<file path="src/rtl/v_hier_sched.sv">
// Round-robin scheduler sharing one v_hier_sub datapath lane among NREQ requesters.
// Issues the winner's operand on avec, waits LATENCY cycles, returns qvec tagged with the winner id.
module v_hier_sched #(
   parameter int NREQ    = 4,
   parameter int WIDTH   = 4,
   parameter int LATENCY = 2,
   parameter int IDW     = 2
) (
   input  logic                  clk,
   input  logic                  rst,
   input  logic [NREQ-1:0]       req,
   input  logic [NREQ*WIDTH-1:0] req_data,
   output logic [NREQ-1:0]       gnt,
   output logic [WIDTH-1:0]      avec,
   input  logic [WIDTH-1:0]      qvec,
   output logic                  rsp_valid,
   output logic [IDW-1:0]        rsp_id,
   output logic [WIDTH-1:0]      rsp_data,
   output logic                  busy
);
   localparam int CW = (LATENCY > 1) ? $clog2(LATENCY) : 1;

   typedef enum logic [1:0] {IDLE, ISSUE, WAIT, DONE} state_t;

   state_t           r_state;
   state_t           w_state_next;
   logic [IDW-1:0]   r_ptr;
   logic [IDW-1:0]   r_win;
   logic [IDW-1:0]   w_win;
   logic [CW-1:0]    r_cnt;
   logic [WIDTH-1:0] r_avec;
   logic [WIDTH-1:0] r_rsp_data;
   logic [IDW-1:0]   r_rsp_id;
   logic [WIDTH-1:0] w_ops [NREQ];
   logic             w_last;

   for (genvar gi = 0; gi < NREQ; gi++) begin : g_lane
      assign w_ops[gi] = req_data[gi*WIDTH +: WIDTH];
      assign gnt[gi]   = (r_state == ISSUE) && (r_win == IDW'(gi));
   end

   // Scan from the farthest offset back toward ptr so the nearest requester wins.
   always_comb begin
      logic [IDW-1:0] v_idx;
      v_idx = '0;
      w_win = '0;
      for (int k = NREQ - 1; k >= 0; k--) begin
         v_idx = IDW'((int'(r_ptr) + k) % NREQ);
         if (req[v_idx]) w_win = v_idx;
      end
   end

   assign w_last = (r_cnt == CW'(LATENCY - 1));

   always_ff @(posedge clk or posedge rst) begin
      if (rst) r_state <= IDLE;
      else     r_state <= w_state_next;
   end

   always_comb begin
      w_state_next = r_state;
      case (r_state)
         IDLE:    if (|req) w_state_next = ISSUE;
         ISSUE:   w_state_next = WAIT;
         WAIT:    if (w_last) w_state_next = DONE;
         DONE:    w_state_next = IDLE;
         default: w_state_next = IDLE;
      endcase
   end

   always_ff @(posedge clk or posedge rst) begin
      if (rst) begin
         r_ptr      <= '0;
         r_win      <= '0;
         r_cnt      <= '0;
         r_avec     <= '0;
         r_rsp_data <= '0;
         r_rsp_id   <= '0;
      end else begin
         case (r_state)
            IDLE: begin
               if (|req) begin
                  r_win  <= w_win;
                  r_avec <= w_ops[w_win];
               end
            end
            ISSUE: r_cnt <= '0;
            WAIT: begin
               r_cnt <= r_cnt + 1'b1;
               // Only the final wait cycle is sampled; avec drops as DONE begins.
               if (w_last) begin
                  r_rsp_data <= qvec;
                  r_rsp_id   <= r_win;
                  r_avec     <= '0;
               end
            end
            DONE:    r_ptr <= (r_win == IDW'(NREQ - 1)) ? '0 : r_win + 1'b1;
            default: ;
         endcase
      end
   end

   assign avec      = r_avec;
   assign rsp_valid = (r_state == DONE);
   assign rsp_id    = r_rsp_id;
   assign rsp_data  = r_rsp_data;
   assign busy      = (r_state != IDLE);

endmodule
</file>
<file path="config.mk">
export PLATFORM = sky130hd
export DESIGN_NAME = v_hier_sched
export DESIGN_NICKNAME = d
export VERILOG_FILES = /design/src/rtl/v_hier_sched.sv
export SDC_FILE = /design/constraint.sdc
export NUM_CORES = 1
export LEC_CHECK = 0
export ABC_CLOCK_PERIOD_IN_PS = 4710
export BUFFER_PORTS_ARGS = -buffer_cell sky130_fd_sc_hd__buf_2
export CAP_MARGIN = 20
export CELL_PAD_IN_SITES_DETAIL_PLACEMENT = 1
export CELL_PAD_IN_SITES_GLOBAL_PLACEMENT = 1
export CORE_ASPECT_RATIO = 2
export CORE_MARGIN = 1.5
export CORE_UTILIZATION = 40
export CTS_BUF_LIST = sky130_fd_sc_hd__clkbuf_2 sky130_fd_sc_hd__clkbuf_4 sky130_fd_sc_hd__clkbuf_8
export DETAILED_ROUTE_END_ITERATION = 12
export GPL_TIMING_DRIVEN = 0
export PLACE_DENSITY = 0.95
export SETUP_SLACK_MARGIN = 0.3
export SYNTH_ARGS = -nofsm -noshare
export SYNTH_HDL_FRONTEND = slang
export SYNTH_SLANG_ARGS = --single-unit
</file>
<file path="constraint.sdc">
create_clock -name clk -period 4.71 [get_ports clk]
set_input_delay 0.471 -clock clk [delete_from_list [all_inputs] [get_ports clk]]
set_output_delay 0.471 -clock clk [all_outputs]
set_load 0.02 [all_outputs]
</file>
==> results.yml <==
status:
  outcome: "completed"
setup_path:
  crit-reg2reg-launch: "r_state[0]"
  r2r_end: "avec[0]"
  ff2ff_path_depth: 7
  startpoint_type: "register"
  arrival_ps: 2080
  crit_fanout: 6
  cp.required_ps: 4830
  timing.critical_path.to_type: "register"
  reg2reg_slack_ps: 2740
  worst-setup-path-type: "register to register"
drt:
  routed_via_density: 5.22
  drt_iter0_drc: 15
  drt_drc_violations_left: 0
  first_pass_iters: 4
  num_vias: 888
  post_drt_wl_per_cell_um: 15.9
  drt-total-wl_um: 2710
  ant_nets: 0
timing:
  worstMarginPinSlew_ps: 659
  rsz0062_at_grt: "no"
  min_period_ps: 1970
  max_freq_mhz: 508
  finalSetupViolCount: 0
  max_slew_margin_pct: 56.0
  period_share_pct: 41.8
  finalHoldViolCount: 0
  final_critical_path_setup_slack_ps: 2740
  fin_setup_tns_ps: 0
  slew_viol_final: 0
  fin_skew_ps: 1.47
finish:
  syn2layout_area_growth_pct: 27.6
  fin_util_pct: 53.3
  final_area_um2: 1340
  layout_common_cells: "buf_2 (41), dfrtp_1 (17), nand2_1 (10)"
  diodes: 0
  nets: 178
  drive_gt1_share_pct: 44.4
  layout_commonest_cell: "buf_2"
yosys:
  ys_seq_elements: 17
  syn_inst: 97
  ys_types: 27
  ys_warn_count: 0
  synth_nets: 132
  avgSynthCellArea_um2: 10.8
  ys_seq_area_share_pct: 40.6
  syn_area_um2: 1050
power:
  p_sw_w: 0.000376
  peakVddDrop_v: 0.000322
  combPwrFrac_pct: 54.8
  report.power.total_w: 0.000856
  pwr-share-seq_pct: 32.1
  swShare_pct: 43.9
  p_leak_nw: 0.692
  p_int_w: 0.000480
  p_clk_share_pct: 13.1
  power_density_nw_per_um2: 641
floorplan:
  chipWidth_um: 39.2
  io_pins: 42
  initial_core_util_pct: 41.8
  placementRows: 26
  die_y_um: 75.4
  coreArea_um2: 2500
  dieArea_um2: 2950
clocking:
  htree_levels: 1
  cts_setup_buffers: 0
  cts_tree: "done"
  clock_sinks: 17
  numCtsBuffers: 3
  path_clk_slew_ps: 60
  clkLatencyLatePin_ps: 250
  cts.path.max_buffers: 2
  cts.repair.resized: 0
  cts_hold_buf: 0
  cts_root_buf: "clkbuf_8"
grt:
  first_global_vias: 966
  track_usage_pct: 21.3
  antenna_found_initial: 0
  grt_pass1_wl_um: 4350
  gr-total-overflow: 0
  grt_max_degree: 18
placed_design:
  pre_cts_ws_ps: 2750
  dpl_cell_area_um2: 1290
  hpwlAfterDp_um: 2250
  place_congestion: 0.726
  io_buffers: 41
job:
  max-cap-violations: 0
hold_path:
  hp-class: "primary input to async pin"
==> layer usage <==
| metal | vias to the layer above | track usage, % | part of all wire, % |
|---|---|---|---|
| met5 | - | 0 | 0 |
| met4 | 0 | 8.43 | 1.1 |
| met3 | 4 | 3.21 | 2.8 |
| met2 | 23 | 40.4 | 64 |
| met1 | 436 | 21.9 | 32 |
| li1 | 425 | - | - |
==> critical path, stage by stage, from the launching register on <==
cell      delay [ps]
dfrtp_1          400
inv_1            110
ha_1             290
nor2b_1          160
a21oi_1          280
o21ai_0          320
nand2_1          160
o221ai_1         120
==> through the flow <==
step	hold slack [ps]	std cells
after global placement	468	166
after floorplan	397	97
after CTS	331	170
after detailed placement	471	166
final	311	170
after global routing	345	170
==> Yosys cell counts <==
master	count	area share, %
and2_1	4	2.4
a211oi_1	1	0.72
a21boi_1	1	0.72
buf_6	1	1.1
or2_2	1	0.60
o21ai_0	5	2.4
a21oi_1	1	0.48
nor4b_2	1	1.4
o32a_1	1	0.96
mux2_2	8	8.6
nor3b_1	1	0.72
o211a_1	1	0.96
dfrtp_1	17	41
a211oi_2	1	1.2
nand2_1	10	3.6
o31ai_2	1	1.2
nor4_2	2	2.4
ha_1	9	11
nand2b_1	2	1.2
mux2i_1	7	6.7
nor2b_2	2	1.7
o221ai_1	3	2.5
nor2b_1	3	1.8
nor2_1	4	1.4
nor3_1	1	0.48
inv_1	8	2.9
nor2_2	1	0.60
==> sequential cells by signal, indices dropped and copies added, names as in the netlist <==
name,flops
r_state,2
rsp_id,2
r_cnt,1
r_ptr,2
r_win,2
avec,4
rsp_data,4
==> cell type report <==
cell class | count | area (um2)
inverters | 8 | 30.0
well taps | 28 | 35.0
repair buffers | 41 | 205
flip-flops and latches | 17 | 425
multi-input cells | 71 | 581
plain buffers | 1 | 11.3
clock buffers | 4 | 48.8
fillers | 302 | 1170
==> how the worst max path moves through the flow <==
stage                          start       to  slack (ps)  depth (start not counted)
after floorplan               req[2]  avec[0]        3160                          6
after global placement        req[1]  avec[3]        2920                          6
after detailed placement      req[1]  avec[3]        2750                          6
after CTS                 r_state[0]  avec[0]        2720                          7
after global routing      r_state[0]  avec[0]        2570                          7
final                     r_state[0]  avec[0]        2740                          7
==> power groups by stage <==
stage	logic (W)	clock network (W)	registers, W
after CTS	0.000478	0.000114	0.000276
after global routing	0.000523	0.000121	0.000284
after floorplan	0.000291	0	0.000310
after global placement	0.000442	0	0.000267
final	0.000469	0.000112	0.000275
after detailed placement	0.000474	0	0.000277
==> cells by family (layout without fill, tap and decap cells) <==
group / Yosys count / after routing / synth area share (%)
compound gates: 15 / 15 / 11.1
fa+ha+maj: 9 / 9 / 10.8
flops: 17 / 17 / 40.6
mux: 15 / 15 / 15.3
simple gates: 32 / 32 / 18.3
buf+inv: 9 / 54 / 3.94
(Power assumes the default switching activity.)
